<file path="src/rtl/fetch_pkg.sv">
`default_nettype none
// +------------------------------------------------------------------+
// | fetch_pkg : shared types and defaults for the fetch unit          |
// | Rev 1.0                                                           |
// +------------------------------------------------------------------+
package fetch_pkg;

    localparam int          DEFAULT_L        = 16;
    localparam logic [15:0] DEFAULT_RESET_PC = 16'h0000;

    typedef enum logic [1:0] {
        IDLE   = 2'd0,
        RUN    = 2'd1,
        HALTED = 2'd2
    } fetch_state_t;

endpackage : fetch_pkg
`default_nettype wire

</file>
<file path="src/rtl/if_id_reg.sv">
`default_nettype none
// +------------------------------------------------------------------+
// | if_id_reg : fetch output register (valid/instruction/pc)          |
// | Rev 1.0                                                           |
// +------------------------------------------------------------------+
module if_id_reg #(
    parameter int L = 16
) (
    input  logic         clk_i,
    input  logic         rst_ni,
    input  logic         load_i,
    input  logic         flush_i,
    input  logic [L-1:0] instr_i,
    input  logic [L-1:0] pc_i,
    output logic         valid_o,
    output logic [L-1:0] instr_o,
    output logic [L-1:0] pc_o
);

    logic         valid_q;
    logic [L-1:0] instr_q;
    logic [L-1:0] pc_q;

    // flush only drops the valid flag; the stale payload is never observed
    always_ff @(posedge clk_i or negedge rst_ni) begin
        if (!rst_ni) begin
            valid_q <= 1'b0;
            instr_q <= '0;
            pc_q    <= '0;
        end else if (flush_i) begin
            valid_q <= 1'b0;
        end else if (load_i) begin
            valid_q <= 1'b1;
            instr_q <= instr_i;
            pc_q    <= pc_i;
        end
    end

    assign valid_o = valid_q;
    assign instr_o = instr_q;
    assign pc_o    = pc_q;

endmodule : if_id_reg
`default_nettype wire

</file>
<file path="src/rtl/fetch_unit.sv">
`default_nettype none
// +------------------------------------------------------------------+
// | fetch_unit : PC sequencer with branch/halt and output handshake   |
// | Optional FetchCount counter enabled by FETCH_PERF_EN. Rev 1.0      |
// +------------------------------------------------------------------+
module fetch_unit
    import fetch_pkg::*;
#(
    parameter int           L        = DEFAULT_L,
    parameter logic [L-1:0] RESET_PC = L'(DEFAULT_RESET_PC)
) (
    input  logic         Clock,
    input  logic         ResetN,
    output logic [L-1:0] Address,
    input  logic [L-1:0] Instruction,
    input  logic         BranchValid,
    input  logic [L-1:0] BranchTarget,
    input  logic         Halt,
    input  logic         OutReady,
`ifdef FETCH_PERF_EN
    output logic [31:0]  FetchCount,
`endif
    output logic         OutValid,
    output logic [L-1:0] OutInstruction,
    output logic [L-1:0] OutPc
);

    fetch_state_t state_q;
    logic [L-1:0] pc_q;
    logic [L-1:0] pc_d;
    logic         capture;
    logic         load;
    logic         accept;
    logic         flush;

    assign pc_d    = pc_q + {{(L-1){1'b0}}, 1'b1};
    assign capture = !OutValid || OutReady;
    assign load    = (state_q == RUN) && !BranchValid && !Halt && capture;
    assign accept  = OutValid && OutReady;
    // a word accepted without a replacement (halt/halted drain) must leave
    assign flush   = BranchValid || (accept && !load);
    assign Address = pc_q;

    always_ff @(posedge Clock or negedge ResetN) begin
        if (!ResetN) begin
            state_q <= IDLE;
            pc_q    <= RESET_PC;
        end else if (BranchValid) begin
            state_q <= RUN;
            pc_q    <= BranchTarget;
        end else begin
            case (state_q)
                IDLE:    state_q <= RUN;
                RUN: begin
                    if (Halt) begin
                        state_q <= HALTED;
                    end else if (capture) begin
                        pc_q <= pc_d;
                    end
                end
                HALTED:  state_q <= HALTED;
                default: state_q <= IDLE;
            endcase
        end
    end

    if_id_reg #(
        .L (L)
    ) u_if_id_reg (
        .clk_i   (Clock),
        .rst_ni  (ResetN),
        .load_i  (load),
        .flush_i (flush),
        .instr_i (Instruction),
        .pc_i    (pc_q),
        .valid_o (OutValid),
        .instr_o (OutInstruction),
        .pc_o    (OutPc)
    );

`ifdef FETCH_PERF_EN
    logic [31:0] count_q;

    always_ff @(posedge Clock or negedge ResetN) begin
        if (!ResetN) begin
            count_q <= '0;
        end else if (accept) begin
            count_q <= count_q + 32'd1;
        end
    end

    assign FetchCount = count_q;
`endif

endmodule : fetch_unit
`default_nettype wire

</file>
<file path="config.mk">
export PLATFORM = sky130hd
export DESIGN_NAME = fetch_unit
export DESIGN_NICKNAME = d
export VERILOG_FILES = /design/src/rtl/fetch_pkg.sv /design/src/rtl/if_id_reg.sv /design/src/rtl/fetch_unit.sv
export SDC_FILE = /design/constraint.sdc
export NUM_CORES = 1
export LEC_CHECK = 0
export CAP_MARGIN = 20
export CELL_PAD_IN_SITES_DETAIL_PLACEMENT = 2
export CELL_PAD_IN_SITES_GLOBAL_PLACEMENT = 2
export CORE_UTILIZATION = 28
export CTS_BUF_LIST = sky130_fd_sc_hd__clkbuf_4 sky130_fd_sc_hd__clkbuf_8
export CTS_CLUSTER_DIAMETER = 80
export CTS_CLUSTER_SIZE = 20
export DETAILED_ROUTE_END_ITERATION = 10
export HOLD_SLACK_MARGIN = 0.15
export PLACE_DENSITY = 0.8
export SETUP_SLACK_MARGIN = 0.5
export SLEW_MARGIN = 20
export SYNTH_ARGS = -nofsm -noshare
export SYNTH_HDL_FRONTEND = slang
export SYNTH_SLANG_ARGS = --single-unit
</file>
<file path="constraint.sdc">
create_clock -name Clock -period 2.4 [get_ports Clock]
set_input_delay 0.48 -clock Clock [delete_from_list [all_inputs] [get_ports Clock]]
set_output_delay 0.48 -clock Clock [all_outputs]
set_load 0.03 [all_outputs]
</file>
=== After elaboration in Yosys (flattened, before gate mapping) ===
Cells that the tools add are included.

* Bits in registers: 51
* Input port bits: 37
* Output and inout port bits: 49
* Word-level logic and storage cells: 37

* Add/subtract/negate cells: 1
* Equality and inequality tests: 4
* Multiplexer cells: 9
* Bitwise logic cells: 1
* Reduce and logical (&&, ||, !) cells: 17

{| class="wikitable"
|+ Operators with widths
! cell !! count
|-
| $mux W16 || 4
|-
| $add A16 B1 Y16 const B || 1
|-
| $pmux W2 S3 || 1
|-
| $reduce_bool A2 Y1 || 3
|-
| $logic_and A1 B1 Y1 || 5
|-
| $logic_not A1 Y1 || 4
|-
| $mux W2 || 2
|-
| $ne A3 B3 Y1 const B || 1
|-
| $reduce_and A3 Y1 || 1
|-
| $eq A2 B1 Y1 const B || 1
|-
| $eq A2 B2 Y1 const B || 1
|-
| $logic_not A2 Y1 || 1
|-
| $logic_or A1 B1 Y1 || 2
|-
| $mux W1 || 2
|-
| $ne A2 B2 Y1 const B || 1
|-
| $reduce_and A2 Y1 || 1
|-
| $not A1 Y1 || 1
|}

=== Depth between registers and ports, before layout ===
* Depth in word-level cells: 9
* Depth in mapped cells: 7
* Mapped depth without buffers: 6

=== By module ===
Synthesis repeated with hierarchy kept, for this count alone.

* Cell total of the unflattened synthesis: 195
* Area total of the unflattened synthesis: 2461.1 µm²

{| class="wikitable"
|+ Modules (own cells, without submodules)
! module !! instances !! cells each !! area an instance (µm²) !! seq. area each (µm²)
|-
| if_id_reg || 1 || 72 || 1391.3 || 825.8
|-
| fetch_unit || 1 || 123 || 1069.8 || 450.4
|}

=== Worst setup path after synthesis ===
Ideal clock, no wire load.

* Path kind: reg-to-reg
* Start: register u_if_id_reg.valid_q, in the netlist u_if_id_reg.valid_o
* End: register pc_q[15], in the netlist Address[15]
* Library setup time: 82 ps
* Arrival time: 1821 ps
* Required time: 2318 ps
* Path slack: 497 ps
* Stages on the path, launching flop included: 6
* Path buffers: 1
* Period minus slack after synthesis: 1903 ps
* Cell sequence: dfrtp_1 -> nor2b_1 -> or3_1 -> buf_2 -> or4_1 -> a31oi_1

* Cells in the longest elaborated chain, start to end: 4

{| class="wikitable"
|+ RTL lines
! element !! RTL line !! source
|-
| start, declared || if_id_reg.sv:20 || <nowiki>logic valid_q;</nowiki>
|-
| start signal, assigned || if_id_reg.sv:27 || <nowiki>valid_q <= 1'b0;</nowiki>
|-
| start signal, assigned || if_id_reg.sv:31 || <nowiki>valid_q <= 1'b0;</nowiki>
|-
| start signal, assigned || if_id_reg.sv:33 || <nowiki>valid_q <= 1'b1;</nowiki>
|-
| $logic_not A1 Y1 || fetch_unit.sv:37 || <nowiki>assign capture = !OutValid || OutReady;</nowiki>
|-
| $logic_or A1 B1 Y1 || fetch_unit.sv:37 ||
|-
| $reduce_bool A2 Y1 (no line) || - ||
|-
| $reduce_and A3 Y1 (no line) || - ||
|-
| end signal, assigned || fetch_unit.sv:50 || <nowiki>pc_q <= BranchTarget;</nowiki>
|-
| end signal, assigned || fetch_unit.sv:58 || <nowiki>pc_q <= pc_d;</nowiki>
|-
| end, declared || fetch_unit.sv:29 || <nowiki>logic [L-1:0] pc_q;</nowiki>
|}

Every way passes these cells.
A chain may end at the register's enable or synchronous reset.

=== Worst setup path after layout ===
* Start: register u_if_id_reg.pc_q[3], in the netlist u_if_id_reg.pc_o[3]
* End: output OutPc[3]

{| class="wikitable"
|+ RTL lines
! element !! RTL line !! source
|-
| start, declared || if_id_reg.sv:22 || <nowiki>logic [L-1:0] pc_q;</nowiki>
|-
| start signal, assigned || if_id_reg.sv:35 || <nowiki>pc_q <= pc_i;</nowiki>
|-
| end, declared || fetch_unit.sv:25 || <nowiki>output logic [L-1:0] OutPc</nowiki>
|}

No word-level cell between the ends.

==> flow_summary.ini <==
[timing]
tns_ns = 0
slew_headroom_pct = 55.23
min_period_ns = 1.856
skew_ns = 0.007565
worst_pin_slew_ns = 0.6715
finalCritPeriodShare_pct = 77.33
grt_setup_unrepaired = yes
maxSlewViolCount = 0
setup_viol = 0
fmax_mhz = 538.8
layout_setup_ws_ns = 0.5441
hold_viol_final = 0

[clock_tree]
ctsHoldBuffers = 0
worst_skew_pair.late_latency_ns = 0.31
clock_path_buffers = 2
clock_sinks = 51
cts_buffers = 5
cts_tree = done
h-tree-depth = 2
clk_pin_slew_worst_paths_ns = 0.10
cts_root_buf = clkbuf_8

[synth]
yosys_register_bits = 51
yosysTopAreaCellShare_pct = 56.42
yosysWarnings = 0
syn_area_um2 = 2262
yosysTopAreaCell = dfrtp_1
netlist_instances = 186
ys_types = 34
seq_area_frac_synth_pct = 56.42
synthTopCellsByArea = dfrtp_1 (56%), mux2_2 (15%), o31ai_1 (2.7%)
synth_nets = 226
avgSynthCellArea_um2 = 12.16
ys.flop_type = dfrtp_1
synth_edf_count = 0
synth-async-reset-ratio_pct = 100.0

[pwr]
p_per_area_nw_per_um2 = 1076
irDropWorstVdd_mv = 0.4206
leakagePower_nw = 1.421

[critical_path]
start_kind = flop
required_ns = 1.92
critPathMaxStageDelay_ns = 0.69
reg2reg_from = state_q[1]$_DFFE_PN0P_
crit_path_end_kind = output pin
crit_chain = clkdlybuf4s50_1
cp_max_fo = 2
cp.arrival_ns = 1.38
reg2reg_to = Address[11]$_DFFE_PN0P_
critical_path.top_delay_family = buffers and inverters
critPathKind = reg2out
ff2ff_path_depth = 6
path_buf_inv = 1
slowest_stage = clkdlybuf4s50_1
r2r_slack_ns = 0.56

[floorplanning]
die_w_um = 91.89
core_area_um2 = 7767
dieArea_um2 = 8443
start_util_pct = 29.12
die_h_um = 91.89
rows = 32
ios = 86

[global_routing]
grt.overflow.total = 0
grt_pass1_vias = 2163
grt_first_pass_wirelength_um = 10780
grt_max_degree = 52
grt.total_usage_pct = 16.25
antenna_found_initial = 0

[route]
vias = 1890
dr.pass1.iters = 2
drc = 0
avgViaCountPerCell = 4.922
drt_iter0_markers = 41
drtAntennaViolNets = 0
finalWirelength_um = 6466
wl_per_cell_um = 16.84

[min_path]
worstHoldPathType = in2async

[job]
maxCapViolations = 0

[final_layout]
utilization_pct = 44.39
diodes = 0
fin_nets = 321
drive_above_1_share_pct = 22.70
syn2layout_area_growth_pct = 52.43

[placed_design]
port_buffers = 85
globalplace.congestion = 0.6981
dp_worst_setup_slack_ns = 0.009204
dp_hpwl_um = 4686

[status]
outcome = finished clean
==> layer usage <==
metal  vias to the layer above  track usage (%)  share of wire (%)
met2                        62            30.66                 55
met3                         3            4.229                7.1
met5                         -                0                  0
met4                         0            2.865               0.42
met1                       963            18.44                 38
li1                        862                -                  -
==> power by group <==
part / leakage (nW) / switching (mW) / internal [mW] / total, mW
sequential: 0.596 / 0.188 / 1.16 / 1.35
combinational: 0.775 / 0.971 / 0.829 / 1.80
clock: 0.0505 / 0.296 / 0.263 / 0.559
total: 1.42 / 1.45 / 2.26 / 3.71
==> stage by stage <==
stage	hold WS (ns)	instance area, um^2	total power [mW]	std cells
finish	0.2693	3448	3.711	384
CTS	0.3064	3402	3.754	382
global route	0.3196	3448	3.916	384
floorplan	0.1844	2266	2.341	186
detailed placement	0.4782	3284	3.187	373
global placement	0.4654	3284	3.126	373
==> sequential cells by signal, indices dropped and copies added, names as in the netlist <==
name                 flops
Address                 16
u_if_id_reg.instr_o     16
u_if_id_reg.valid_o      1
state_q                  2
u_if_id_reg.pc_o        16
==> kinds of logic (layout without fill, tap and decap cells) <==
| family | Yosys count | after routing | share of synthesized area (%) |
|---|---|---|---|
| flip-flops | 51 | 51 | 56.42 |
| AO/OA/AOI/OAI | 27 | 27 | 7.689 |
| multiplexers | 34 | 34 | 16.87 |
| XOR/XNOR | 6 | 6 | 2.323 |
| AND/OR/NAND/NOR | 53 | 53 | 12.83 |
| adder cells (fa/ha/maj) | 3 | 3 | 1.659 |
| buffers and inverters | 12 | 108 | 2.212 |
==> worst max-delay path by stage <==
stage	end	start	depth (start not counted)
final	OutPc[3]	u_if_id_reg.pc_o[3]$_DFFE_PN0P_	1
after CTS	Address[11]$_DFFE_PN0P_	OutReady	5
after global routing	Address[11]$_DFFE_PN0P_	state_q[1]$_DFFE_PN0P_	6
after global placement	Address[15]$_DFFE_PN0P_	OutReady	5
after detailed placement	Address[11]$_DFFE_PN0P_	Halt	5
after floorplan	Address[15]$_DFFE_PN0P_	state_q[1]$_DFFE_PN0P_	7
==> Yosys cell counts, types with 2 or more instances <==
library cell  number
dfrtp_1           51
ha_1               3
mux2_2            31
or4_1              8
and4_1             2
inv_1              3
o31ai_1            8
mux2_1             2
nand2_1           15
nand3_1            5
nand2b_1           2
o21ai_0            6
buf_2              4
a21oi_1            2
nand4_1            3
nor2_1             9
clkbuf_1           4
xor2_1             3
a31oi_1            8
xnor2_1            3
==> layout by cell type, fill, tap and decap left out, drive strengths merged, types with 2 or more instances in the layout <==
cell type	count
clkdlybuf4s50	64
dfrtp	51
mux2	33
dlygate4sd2	16
nand2	15
buf	12
nor2	9
o31ai	8
a31oi	8
or4	8
clkbuf	7
o21ai	6
nand3	5
dlymetal6s2s	4
nand4	3
xor2	3
xnor2	3
inv	3
ha	3
nand2b	3
a21oi	2
and4	2
==> cell type report <==
cell class,instances,area (um^2)
inverter,4,15.01
fill,831,4319
tap,102,127.6
multi-input combinational,123,993.5
timing repair buffer,96,930.9
sequential,51,1277
clock buffer,7,96.34
clock inverter,1,7.507
==> repair_timing <==
item / in CTS / in global routing
setup endpoints to repair: 56 / 40
setup buffers: 1 / 2
resized for setup: 23 / 9
pin swaps: 5 / 4
(Power assumes the default switching activity.)
